### src/rtl/pc_pkg.sv
// Shared constants, types and operation names for the program counter datapath.
package pc_pkg;

    localparam int PC_WIDTH        = 16;
    localparam int PC_OFFSET_WIDTH = 9;
    localparam int PC_RESET_VALUE  = 0;

    typedef logic signed [PC_WIDTH-1:0]        pc_t;
    typedef logic signed [PC_OFFSET_WIDTH-1:0] pc_offset_t;

    typedef enum logic [1:0] {
        PC_RESET,
        PC_LOAD,
        PC_OFFSET,
        PC_INC
    } pc_op_e;

endpackage

### src/rtl/pc_next_logic.sv
// Combinational next-value selection for the program counter: priority encode
// of reset/load/offset/increment plus the sign-extending adder and wrap detect.
module pc_next_logic
    import pc_pkg::*;
#(
    parameter int                WIDTH        = PC_WIDTH,
    parameter int                OFFSET_WIDTH = PC_OFFSET_WIDTH,
    parameter logic [WIDTH-1:0]  RESET_VALUE  = WIDTH'(PC_RESET_VALUE)
) (
    input  logic signed [WIDTH-1:0]        current,
    input  logic                           reset,
    input  logic                           load_enable,
    input  logic signed [WIDTH-1:0]        load_value,
    input  logic                           offset_enable,
    input  logic signed [OFFSET_WIDTH-1:0] offset,
    output logic signed [WIDTH-1:0]        next_value,
    output pc_op_e                         op,
    output logic                           wrap
);

    logic signed [WIDTH-1:0] offset_ext;
    logic [WIDTH:0]          inc_sum;
    logic [WIDTH:0]          off_sum;

    assign offset_ext = WIDTH'(offset);
    assign inc_sum    = {1'b0, current} + {{WIDTH{1'b0}}, 1'b1};
    assign off_sum    = {1'b0, current} + {1'b0, offset_ext};

    always_comb begin
        op         = PC_INC;
        next_value = inc_sum[WIDTH-1:0];
        wrap       = inc_sum[WIDTH];
        if (reset) begin
            op         = PC_RESET;
            next_value = RESET_VALUE;
            wrap       = 1'b0;
        end else if (load_enable) begin
            op         = PC_LOAD;
            next_value = load_value;
            wrap       = 1'b0;
        end else if (offset_enable) begin
            op         = PC_OFFSET;
            next_value = off_sum[WIDTH-1:0];
            // A negative offset is an unsigned add of its two's complement:
            // a missing carry out is exactly a borrow below zero.
            wrap       = off_sum[WIDTH] ^ offset[OFFSET_WIDTH-1];
        end
    end

endmodule

### src/rtl/program_counter.sv
// Program counter register with jump, signed relative branch and increment.
// Define PC_WRAP_FLAG_EN to add the registered Wrapped carry/borrow flag.
module program_counter
    import pc_pkg::*;
#(
    parameter int                WIDTH        = PC_WIDTH,
    parameter int                OFFSET_WIDTH = PC_OFFSET_WIDTH,
    parameter logic [WIDTH-1:0]  RESET_VALUE  = WIDTH'(PC_RESET_VALUE)
) (
    input  logic                           Clock,
    input  logic                           Reset,
    input  logic signed [WIDTH-1:0]        LoadValue,
    input  logic                           LoadEnable,
    input  logic signed [OFFSET_WIDTH-1:0] Offset,
    input  logic                           OffsetEnable,
`ifdef PC_WRAP_FLAG_EN
    output logic                           Wrapped,
`endif
    output logic signed [WIDTH-1:0]        CounterValue
);

    logic signed [WIDTH-1:0] next_value;
    pc_op_e                  op;
    logic                    wrap;

    pc_next_logic #(
        .WIDTH        (WIDTH),
        .OFFSET_WIDTH (OFFSET_WIDTH),
        .RESET_VALUE  (RESET_VALUE)
    ) u_next (
        .current       (CounterValue),
        .reset         (Reset),
        .load_enable   (LoadEnable),
        .load_value    (LoadValue),
        .offset_enable (OffsetEnable),
        .offset        (Offset),
        .next_value    (next_value),
        .op            (op),
        .wrap          (wrap)
    );

    always_ff @(posedge Clock) begin
        if (Reset) begin
            CounterValue <= RESET_VALUE;
        end else begin
            CounterValue <= next_value;
        end
    end

`ifdef PC_WRAP_FLAG_EN
    always_ff @(posedge Clock) begin
        if (Reset) begin
            Wrapped <= 1'b0;
        end else begin
            Wrapped <= wrap && ((op == PC_INC) || (op == PC_OFFSET));
        end
    end
`else
    logic unused_next_info;
    assign unused_next_info = wrap ^ (op == PC_INC);
`endif

endmodule

### config.mk
export PLATFORM = sky130hd
export DESIGN_NAME = program_counter
export DESIGN_NICKNAME = d
export VERILOG_FILES = /design/src/rtl/pc_pkg.sv /design/src/rtl/pc_next_logic.sv /design/src/rtl/program_counter.sv
export SDC_FILE = /design/constraint.sdc
export NUM_CORES = 1
export LEC_CHECK = 0
export ABC_AREA = 1
export CAP_MARGIN = 20
export CORE_ASPECT_RATIO = 0.8
export CORE_MARGIN = 3
export CORE_UTILIZATION = 38
export DETAILED_ROUTE_END_ITERATION = 8
export HOLD_SLACK_MARGIN = 0.1
export PLACE_DENSITY = 0.72
export SLEW_MARGIN = 40
export SYNTH_ARGS = -nofsm -noshare
export SYNTH_HDL_FRONTEND = slang
export SYNTH_SLANG_ARGS = --single-unit
export TNS_END_PERCENT = 50
### constraint.sdc
create_clock -name Clock -period 4.6 [get_ports Clock]
set_input_delay 0.69 -clock Clock [delete_from_list [all_inputs] [get_ports Clock]]
set_output_delay 0.69 -clock Clock [all_outputs]
set_load 0.05 [all_outputs]
=== Word-level counts from Yosys, hierarchy flattened ===
Index checks and enable logic that the tools add are counted.
Widths: inputs -> output; s select.

* Flip-flop bits (word level): 16
* Input bits: 29
* Output and inout port bits: 16
* Word-level logic and storage cells: 5

* Muxes and demuxes: 2
* $add $sub $neg: 2

{| class="wikitable"
|+ Operators by type and width
! cell !! number
|-
| $mux 16 || 2
|-
| $add 16x1->16 const B || 1
|-
| $add 16x16->16 || 1
|}

=== Logic depth before layout (Yosys ltp) ===
Gate-level depths: netlist (run 1).

* Word-level depth: 3
* Depth in mapped cells: 17
* Depth with buffers taken out: 15

=== Cells and area by module ===
Synthesis (run 1) repeated with hierarchy kept, for this count alone.

* Cell total of the unflattened synthesis: 394
* Area total of the unflattened synthesis: 2214.6 sq um

{| class="wikitable"
|+ By module, submodules not included
! module !! cells each !! area an instance (sq um) !! instances
|-
| pc_next_logic || 344 || 1740.4 || 1
|-
| program_counter || 50 || 474.2 || 1
|}

=== Worst setup path after synthesis (run 1) ===
OpenSTA, ideal clock, no wires.

* Path kind: input port to flip-flop
* From: in OffsetEnable
* To: reg CounterValue[12]
* Setup slack: 2.242 ns
* Required time: 4.491 ns
* Data arrival time: 2.249 ns
* Stages: 15
* Path buffers: 2
* Path through: buf_6 buf_4 nand2_1 ha_1 fa_1 nand2_1 nand3_1 nand2_1 nand2_1 nand2_1 nand2_1 nand2_1 nand3_1 nand2_1 inv_1

* Longest elaborated chain between the ends: 2

{| class="wikitable"
|+ Ends and longest elaborated chain
! item !! RTL line !! RTL
|-
| start: declaration || program_counter.sv:15 || <nowiki>input logic OffsetEnable,</nowiki>
|-
| $mux 16 || pc_next_logic.sv:41 || <nowiki>end else if (offset_enable) begin</nowiki>
|-
| $mux 16 || pc_next_logic.sv:37 || <nowiki>end else if (load_enable) begin</nowiki>
|-
| end signal: assignment || program_counter.sv:46 || <nowiki>CounterValue <= next_value;</nowiki>
|-
| end: declaration || program_counter.sv:19 || <nowiki>output logic signed [WIDTH-1:0] CounterValue</nowiki>
|}

No other way between the ends.
A chain may end at the register's enable or synchronous reset.

=== Final worst setup path (run 1) ===
* From: in OffsetEnable
* To: reg CounterValue[10]

Same word-level chain as after synthesis.

==> results.py, run 1 <==
metrics = {
    "timing": {
        "hold_ws_ns": 0.6610,
        "clock_skew_ns": 0.002279,
        "setup_ws_ns": 1.441,
        "max_slew.worst_pin.slew_ns": 0.7772,
        "drv_slew": 0,
        "finalSetupViolations": 0,
        "post-route-period-util": 0.6867,
        "max-slew-margin-rel": 0.4802,
        "setup-tns-final_ns": 0,
        "min_period_ns": 3.159,
        "finalHoldViolations": 0,
        "rsz0062_at_grt": "no",
        "fmax_mhz": 316.6,
    },
    "cts": {
        "clk_latency_ns": 0.25,
        "clock-sinks": 16,
        "ctsHtreeMaxLevel": 1,
        "postCtsSetupBuffers": 0,
        "ctsHoldBuffers": 0,
        "ctsLongestPathBuffers": 2,
        "cts_tree": "built",
        "cts_made_buffers": 3,
        "clockRootBuffer": "clkbuf_8",
        "cts_resized": 0,
        "clkSlewWorstSetupHoldPaths_ns": 0.07,
    },
    "global_route": {
        "grt_pass1_vias": 1608,
        "antenna_found_initial": 0,
        "grt_pass1_wl_um": 7038,
        "grt-ovfl-total": 0,
        "grt_usage": 0.1689,
        "grt_max_degree": 24,
    },
    "worst_setup_path": {
        "slowest_delay_ns": 0.97,
        "crit_fanout": 18,
        "critPathMostFrequentCell": "nand2_1",
        "path_class": "input port to register",
        "r2r_setup_slack_ns": 2.69,
        "r2r_end": "CounterValue[10]$_SDFF_PP0_",
        "path_cells": "clkdlybuf4s50_1 -> nand2_1 -> ha_1 -> fa_1 -> nand2_1 -> nand3_1 -> nand2_1 -> nand3_1 -> nand2_1 -> nand2_1 -> o21ai_1 -> inv_1",
        "critPathBufInv": 2,
        "endpoint_kind": "register",
        "r2r_cells": 10,
        "critical_path.startpoint_type": "input port",
        "required_ns": 4.75,
        "worstReg2RegStart": "CounterValue[0]$_SDFF_PP0_",
        "critPathSlowestCell": "clkdlybuf4s50_1",
        "timing.critical_path.max_delay_family": "buffers and inverters",
        "critPathArrivalTime_ns": 3.31,
    },
    "layout": {
        "drive_above_1_share": 0.07571,
        "most-common-layout-cells": "nand2_1 (71), inv_1 (49), clkdlybuf4s50_1 (44)",
        "final_core_util": 0.5277,
        "final_common_cell": "nand2_1",
        "nets": 357,
        "top_regs": "CounterValue (16)",
        "diodes": 0,
        "regMostFlops": "CounterValue",
        "largest_register_ffs": 16,
        "area_growth_pct": 28.19,
    },
    "placement": {
        "gp_congestion": 0.8948,
        "place_hpwl_um": 3162,
        "dp_slack_ns": 1.203,
        "portBuffers": 44,
    },
    "drt": {
        "dr_total_vias": 1746,
        "drt_iter0_markers": 115,
        "drtAntennaViolNets": 0,
        "wirelength_um": 4032,
        "firstDrtPassIters": 4,
        "drcViolationCount": 0,
        "avgViaCountPerCell": 4.694,
        "wl_per_cell_um": 10.84,
    },
    "synthesis": {
        "yosysWarnings": 0,
        "async_flop_share": 0,
        "synth-edff-count": 0,
        "syn_nets": 317,
        "synth_cells": 279,
        "yosysSeqAreaShare": 0.1956,
        "ys_types": 27,
        "synth_ff_type": "dfxtp_1",
        "synth-seq-cells": 16,
        "synth_area_um2": 1638,
        "syn_area_per_cell_um2": 5.870,
    },
    "die": {
        "die-width_um": 79.40,
        "io_pins": 45,
        "fp.dieH_um": 64.72,
        "coreArea_um2": 3979,
        "core.rowCount": 20,
        "die_area_um2": 5139,
        "initial_utilization": 0.4116,
    },
    "power_and_ir_drop": {
        "finalPower_mw": 0.5062,
        "leakage_nw": 1.149,
        "p_per_area_nw_per_um2": 241.1,
        "ir_drop_mv": 0.1132,
    },
    "hold_path": {
        "hp-class": "register to register",
        "holdPathStages": 3,
        "min_delay_worst_endpoint": "CounterValue[0]$_SDFF_PP0_",
        "min_from": "CounterValue[0]$_SDFF_PP0_",
    },
    "status": {
        "outcome": "completed",
    },
    "run": {
        "drv_cap": 0,
    },
}
cell type report:
| class | count | area (µm²) |
|---|---|---|
| timing repair buffer | 44 | 440.4 |
| multi-input combinational | 204 | 1041 |
| sequential | 16 | 320.3 |
| clock buffer | 3 | 41.29 |
| fill | 422 | 1879 |
| tap | 55 | 68.82 |
| inverter | 50 | 187.7 |
cells by family (layout without fill, tap and decap cells):
family | Yosys count | in the layout | synth area share
AOI/OAI and AO/OA | 24 | 24 | 0.07563
xor gates and xnor gates | 8 | 8 | 0.04278
adders and majority gates | 9 | 9 | 0.07334
buffers and inverters | 59 | 97 | 0.1688
DFF | 16 | 16 | 0.1956
and+or+nand+nor | 163 | 163 | 0.4438
worst reg2reg max path, cell delays in order (launching register included):
cell and delay (ns):
dfxtp_1 0.32, ha_1 0.22, fa_1 0.42, nand2_1 0.09, nand3_1 0.17, nand2_1 0.14, nand3_1 0.11, nand2_1 0.10
nand2_1 0.05, o21ai_1 0.14, inv_1 0.05
synth_stat cells, types with 2 or more instances:
| library cell | n | share of area |
|---|---|---|
| nand2_1 | 71 | 0.16 |
| inv_1 | 49 | 0.11 |
| nor2_1 | 40 | 0.092 |
| nand3_1 | 28 | 0.086 |
| dfxtp_1 | 16 | 0.20 |
| nand2_2 | 12 | 0.046 |
| o21ai_0 | 10 | 0.031 |
| a21oi_1 | 9 | 0.027 |
| ha_1 | 8 | 0.061 |
| xor2_1 | 6 | 0.032 |
| nor2_2 | 4 | 0.015 |
| nand2_4 | 3 | 0.021 |
| nand4_1 | 3 | 0.011 |
| o21ai_1 | 3 | 0.0092 |
| buf_6 | 2 | 0.014 |
| clkbuf_1 | 2 | 0.0046 |
| clkbuf_8 | 2 | 0.017 |
| xnor2_1 | 2 | 0.011 |
layer usage:
layer,global-route usage,part of all wire
met5,0,0
met3,0.04722,0.067
met2,0.2668,0.42
met4,0.01931,0.0027
met1,0.2355,0.51
power breakdown:
part	internal, mW	switching (mW)	total (mW)
Clock	0.0581	0.0509	0.109
Sequential	0.152	0.0112	0.163
Combinational	0.0905	0.143	0.234
Total	0.301	0.205	0.506
metrics by stage:
| step | cell area, µm² | std cells |
|---|---|---|
| floorplan | 1638 | 279 |
| global placement | 2058 | 369 |
| detailed placement | 2058 | 369 |
| CTS | 2100 | 372 |
| global route | 2100 | 372 |
| finish | 2100 | 372 |
worst max-delay path by stage:
stage / from / end / slack (ns) / depth (start not counted)
floorplan: OffsetEnable / CounterValue[12]$_SDFF_PP0_ / 2.24 / 15
global placement: OffsetEnable / CounterValue[12]$_SDFF_PP0_ / 1.30 / 14
detailed placement: OffsetEnable / CounterValue[12]$_SDFF_PP0_ / 1.20 / 14
CTS: OffsetEnable / CounterValue[10]$_SDFF_PP0_ / 1.45 / 12
global route: OffsetEnable / CounterValue[12]$_SDFF_PP0_ / 1.15 / 14
finish: OffsetEnable / CounterValue[10]$_SDFF_PP0_ / 1.44 / 12
Note: power is estimated with default switching activity, not from simulation.
==> run 2, diff against run 1 <==
clock period = 3.01 ns   (was 4.6 ns; I/O delays follow)
==> results.py, run 2 (same netlist as run 1, synthesis figures left out) <==
metrics = {
    "cts": {
        "ctsHoldBuffers": 0,
        "clockRootBuffer": "clkbuf_8",
        "clkSlewWorstSetupHoldPaths_ns": 0.07,
        "cts_tree": "built",
        "postCtsSetupBuffers": 0,
        "cts_made_buffers": 3,
        "clock-sinks": 16,
        "cts_resized": 0,
        "clk_latency_ns": 0.26,
        "ctsHtreeMaxLevel": 1,
        "ctsLongestPathBuffers": 2,
    },
    "timing": {
        "min_period_ns": 2.455,
        "fmax_mhz": 407.3,
        "max-slew-margin-rel": 0.5240,
        "finalHoldViolations": 0,
        "rsz0062_at_grt": "no",
        "finalSetupViolations": 0,
        "drv_slew": 0,
        "max_slew.worst_pin.slew_ns": 0.7132,
        "setup-tns-final_ns": 0,
        "clock_skew_ns": 0.005539,
        "post-route-period-util": 0.8157,
    },
    "drt": {
        "firstDrtPassIters": 4,
        "dr_total_vias": 1750,
        "wirelength_um": 4087,
        "avgViaCountPerCell": 4.679,
        "drtAntennaViolNets": 0,
        "drcViolationCount": 0,
        "wl_per_cell_um": 10.93,
        "drt_iter0_markers": 76,
    },
    "worst_setup_path": {
        "r2r_cells": 12,
        "path_class": "input port to register",
        "critPathBufInv": 4,
        "critPathArrivalTime_ns": 2.62,
        "endpoint_kind": "register",
        "critPathMostFrequentCell": "nand2_1",
        "r2r_setup_slack_ns": 1.12,
        "path_cells": "clkdlybuf4s50_1 -> buf_4 -> nand2_1 -> inv_1 -> ha_1 -> nand2_1 -> nor2_1 -> nand2_1 -> nand3_1 -> nand2_1 -> nand2_1 -> nand2_1 -> nand2_1 -> nand2_1 -> nand3_1 -> nand2_1 -> inv_1",
        "slowest_delay_ns": 0.60,
        "required_ns": 3.17,
        "critical_path.startpoint_type": "input port",
        "worstReg2RegStart": "CounterValue[0]$_SDFF_PP0_",
        "r2r_end": "CounterValue[12]$_SDFF_PP0_",
        "timing.critical_path.max_delay_family": "buffers and inverters",
        "crit_fanout": 14,
        "critPathSlowestCell": "clkdlybuf4s50_1",
    },
    "power_and_ir_drop": {
        "leakage_nw": 1.161,
        "p_int_mw": 0.4882,
        "finalPower_mw": 0.8089,
        "p_switching_mw": 0.3207,
        "swShare": 0.3965,
        "ir_drop_mv": 0.2079,
        "p_clk_frac": 0.248,
        "pwr-share-comb": 0.443,
        "seqPwrFrac": 0.309,
        "p_per_area_nw_per_um2": 381.4,
    },
    "hold_path": {
        "hp-class": "register to register",
        "min_from": "CounterValue[0]$_SDFF_PP0_",
        "holdPathStages": 3,
        "min_delay_worst_endpoint": "CounterValue[0]$_SDFF_PP0_",
    },
    "layout": {
        "top_regs": "CounterValue (16)",
        "design_area_um2": 2121,
        "fin_cells": 374,
        "most-common-layout-cells": "nand2_1 (71), inv_1 (49), clkdlybuf4s50_1 (44)",
        "diodes": 0,
        "final_common_cell": "nand2_1",
        "drive_above_1_share": 0.08150,
        "regMostFlops": "CounterValue",
        "largest_register_ffs": 16,
        "area_growth_pct": 29.49,
        "nets": 358,
    },
    "die": {
        "coreArea_um2": 3979,
        "core.rowCount": 20,
        "fp.dieH_um": 64.72,
        "die_area_um2": 5139,
        "die-width_um": 79.40,
        "io_pins": 45,
        "initial_utilization": 0.4116,
    },
    "placement": {
        "place_hpwl_um": 3323,
        "gp_congestion": 0.9393,
        "dp_cells": 370,
        "placed_cell_area_um2": 2066,
        "portBuffers": 44,
    },
    "global_route": {
        "grt_pass1_wl_um": 7314,
        "antenna_found_initial": 0,
        "grt_pass1_vias": 1654,
        "grt_usage": 0.1755,
        "grt_max_degree": 24,
        "grt-ovfl-total": 0,
    },
    "status": {
        "outcome": "completed",
    },
    "run": {
        "drv_cap": 0,
    },
}
[run 2: changes by cell type in the layout (fill, tap and decap cells not counted), sizes merged]
cell,change
clkbuf,+1
buf,+1
[run 2: metrics by stage]
stage	util	setup WS (ns)	hold WS [ns]
finish	0.5330	0.5549	0.6563
global route	0.5330	0.3173	0.7389
CTS	0.5330	0.5435	0.6544
detailed placement	0.5192	0.2771	0.6336
global placement	0.5192	0.2620	0.6423
floorplan	-	0.8905	0.5980
[run 2: final cells by class]
| cell class | instances | area [µm²] |
|---|---|---|
| Fill cell | 438 | 1858 |
| Inverter | 50 | 187.7 |
| Multi-Input combinational cell | 204 | 1041 |
| Timing Repair Buffer | 45 | 447.9 |
| Clock buffer | 4 | 55.05 |
| Sequential cell | 16 | 320.3 |
| Tap cell | 55 | 68.82 |
[run 2: worst register-to-register path: stages (launching register included)]
cell,delay (ns)
dfxtp_1,0.32
ha_1,0.23
fa_1,0.43
nand2_1,0.10
nand3_1,0.17
nand2_1,0.10
nand2_1,0.08
nand2_1,0.10
nand2_1,0.05
nand2_1,0.05
nand3_1,0.06
nand2_1,0.09
inv_1,0.03
[run 2: per-layer routing]
layer,vias up,GRT usage,share of wire
met4,0,0.03433,0.0056
met2,49,0.2878,0.43
met5,-,0,0
li1,933,-,-
met1,764,0.2334,0.50
met3,4,0.04444,0.066
[run 2: power groups by stage]
| stage | clock network [mW] | registers [mW] | logic [mW] |
|---|---|---|---|
| CTS | 0.207 | 0.250 | 0.360 |
| global placement | 0 | 0.255 | 0.355 |
| detailed placement | 0 | 0.255 | 0.358 |
| floorplan | 0 | 0.322 | 0.185 |
| finish | 0.200 | 0.250 | 0.359 |
| global route | 0.218 | 0.253 | 0.400 |
[run 2: worst max path at each step]
stage	slack, ns	depth (start not counted)	from	to
floorplan	0.89	15	OffsetEnable	CounterValue[12]$_SDFF_PP0_
global placement	0.26	17	OffsetEnable	CounterValue[12]$_SDFF_PP0_
detailed placement	0.28	14	OffsetEnable	CounterValue[12]$_SDFF_PP0_
CTS	0.54	17	OffsetEnable	CounterValue[12]$_SDFF_PP0_
global route	0.32	17	OffsetEnable	CounterValue[12]$_SDFF_PP0_
finish	0.55	17	OffsetEnable	CounterValue[12]$_SDFF_PP0_
==> run 3, diff against run 2 <==
PLACE_DENSITY = 0.74   (was 0.72)
clock period = 2.23 ns   (was 3.01 ns; I/O delays follow)
==> results.py, run 3 (same netlist as run 1, synthesis figures left out) <==
metrics = {
    "layout": {
        "diodes": 0,
        "multi_input_area_um2": 1049,
        "fillerInstances": 392,
        "largest_register_ffs": 16,
        "seqCellArea_um2": 320.3,
        "design_area_um2": 2288,
        "final_common_cell": "nand2_1",
        "final_core_util": 0.5752,
        "top_regs": "CounterValue (16)",
        "area_growth_pct": 39.72,
        "regMostFlops": "CounterValue",
        "drive_above_1_share": 0.1441,
        "nets": 379,
        "most-common-layout-cells": "nand2_1 (71), inv_1 (49), clkdlybuf4s50_1 (43)",
    },
    "die": {
        "initial_utilization": 0.4116,
        "coreArea_um2": 3979,
        "core.rowCount": 20,
        "die_area_um2": 5139,
        "io_pins": 45,
        "fp.dieH_um": 64.72,
        "die-width_um": 79.40,
    },
    "power_and_ir_drop": {
        "ir_drop_mv": 0.2383,
        "p_per_area_nw_per_um2": 501.1,
        "finalPower_mw": 1.147,
        "leakage_nw": 1.270,
    },
    "timing": {
        "post-route-period-util": 0.8923,
        "min_period_ns": 1.990,
        "finalHoldViolations": 0,
        "setup_ws_ns": 0.2401,
        "max_slew.worst_pin.slew_ns": 0.4992,
        "clock_skew_ns": 0.001069,
        "drv_slew": 0,
        "max-slew-margin-rel": 0.6662,
        "finalSetupViolations": 0,
        "fmax_mhz": 502.5,
        "rsz0062_at_grt": "no",
    },
    "cts": {
        "clkSlewWorstSetupHoldPaths_ns": 0.07,
        "postCtsSetupBuffers": 0,
        "clk_latency_ns": 0.26,
        "ctsLongestPathBuffers": 2,
        "cts_made_buffers": 3,
        "clock-sinks": 16,
        "ctsHtreeMaxLevel": 1,
        "clockRootBuffer": "clkbuf_8",
        "cts_tree": "built",
    },
    "status": {
        "outcome": "completed",
    },
    "worst_setup_path": {
        "critPathMostFrequentCell": "nand2_1",
        "crit_fanout": 4,
        "path_class": "input port to register",
        "path_cells": "clkdlybuf4s50_1 -> inv_1 -> nand2_1 -> ha_1 -> fa_2 -> nand2_1 -> nand3_2 -> nand2_1 -> nand3_1 -> nand2_1 -> nand2_1 -> o21ai_1 -> inv_1",
        "cp.depth": 13,
        "required_ns": 2.39,
        "slowest_delay_ns": 0.39,
        "r2r_cells": 10,
        "critPathBufInv": 3,
        "timing.critical_path.max_delay_family": "simple AND/OR/NAND/NOR gates",
        "endpoint_kind": "register",
        "critPathSlowestCell": "clkdlybuf4s50_1",
        "critPathArrivalTime_ns": 2.15,
        "critical_path.startpoint_type": "input port",
    },
    "hold_path": {
        "holdPathStages": 3,
        "hp-class": "input port to register",
    },
    "global_route": {
        "grt_pass1_vias": 1823,
        "grt_pass1_wl_um": 7914,
        "grt-ovfl-total": 0,
        "grt_max_degree": 17,
        "antenna_found_initial": 0,
        "grt_usage": 0.1912,
    },
    "drt": {
        "firstDrtPassIters": 4,
        "drt_iter0_markers": 135,
        "drtAntennaViolNets": 0,
        "avgViaCountPerCell": 4.668,
        "wirelength_um": 4375,
        "wl_per_cell_um": 11.08,
        "drcViolationCount": 0,
        "dr_total_vias": 1844,
    },
    "placement": {
        "gp_congestion": 0.8937,
        "dp_slack_ns": -0.2760,
        "placed_cell_area_um2": 2223,
        "portBuffers": 44,
        "place_hpwl_um": 3542,
    },
    "run": {
        "drv_cap": 0,
    },
}
[run 3: routing by layer]
metal,vias up,global-route usage,part of all wire
met5,-,0,0
met4,0,0.04936,0.015
met3,8,0.04861,0.060
met2,54,0.3120,0.44
met1,808,0.2508,0.48
li1,974,-,-
[run 3: worst paths after layout]
kind	startpoint	end	slack [ns]
setup / recovery	Offset[0]	CounterValue[10]$_SDFF_PP0_	0.24
hold / removal	LoadValue[0]	CounterValue[0]$_SDFF_PP0_	0.64
setup reg to reg	CounterValue[0]$_SDFF_PP0_	CounterValue[10]$_SDFF_PP0_	0.47
hold reg to reg	CounterValue[15]$_SDFF_PP0_	CounterValue[15]$_SDFF_PP0_	0.67
[run 3: tightest hold or removal path, cell delays in order]
cell and delay (ns):
clkdlybuf4s50_1 0.40, nand2_1 0.06, a21oi_1 0.05
[run 3: area by class of cell]
class,instances,share of cell area
clock buffer,4,0.02406
inverter,50,0.08201
multi-input combinational,204,0.4582
sequential,16,0.1400
tap,55,0.03007
timing repair buffer,66,0.2657
[run 3: where the power goes]
| part | switching (mW) | total, mW | internal (mW) |
|---|---|---|---|
| Clock | 0.117 | 0.274 | 0.157 |
| Sequential | 0.0243 | 0.338 | 0.314 |
| Combinational | 0.305 | 0.535 | 0.230 |
| Total | 0.446 | 1.15 | 0.700 |
[run 3: what timing repair did]
item | CTS | global route
hold buffers | 0 | 0
gates cloned | 0 | 0
endpoints found under the setup margin | 2 | 3
gates resized for setup | 2 | 2
[run 3: per-stage QoR]
step,TNS [ns],std cells,hold WS [ns]
3_3_place_gp,-1.880,391,0.6504
5_1_grt,0,395,0.6481
2_1_floorplan,0,279,0.4810
4_1_cts,0,395,0.6342
6_report,0,395,0.6362
3_5_place_dp,-2.183,391,0.6532
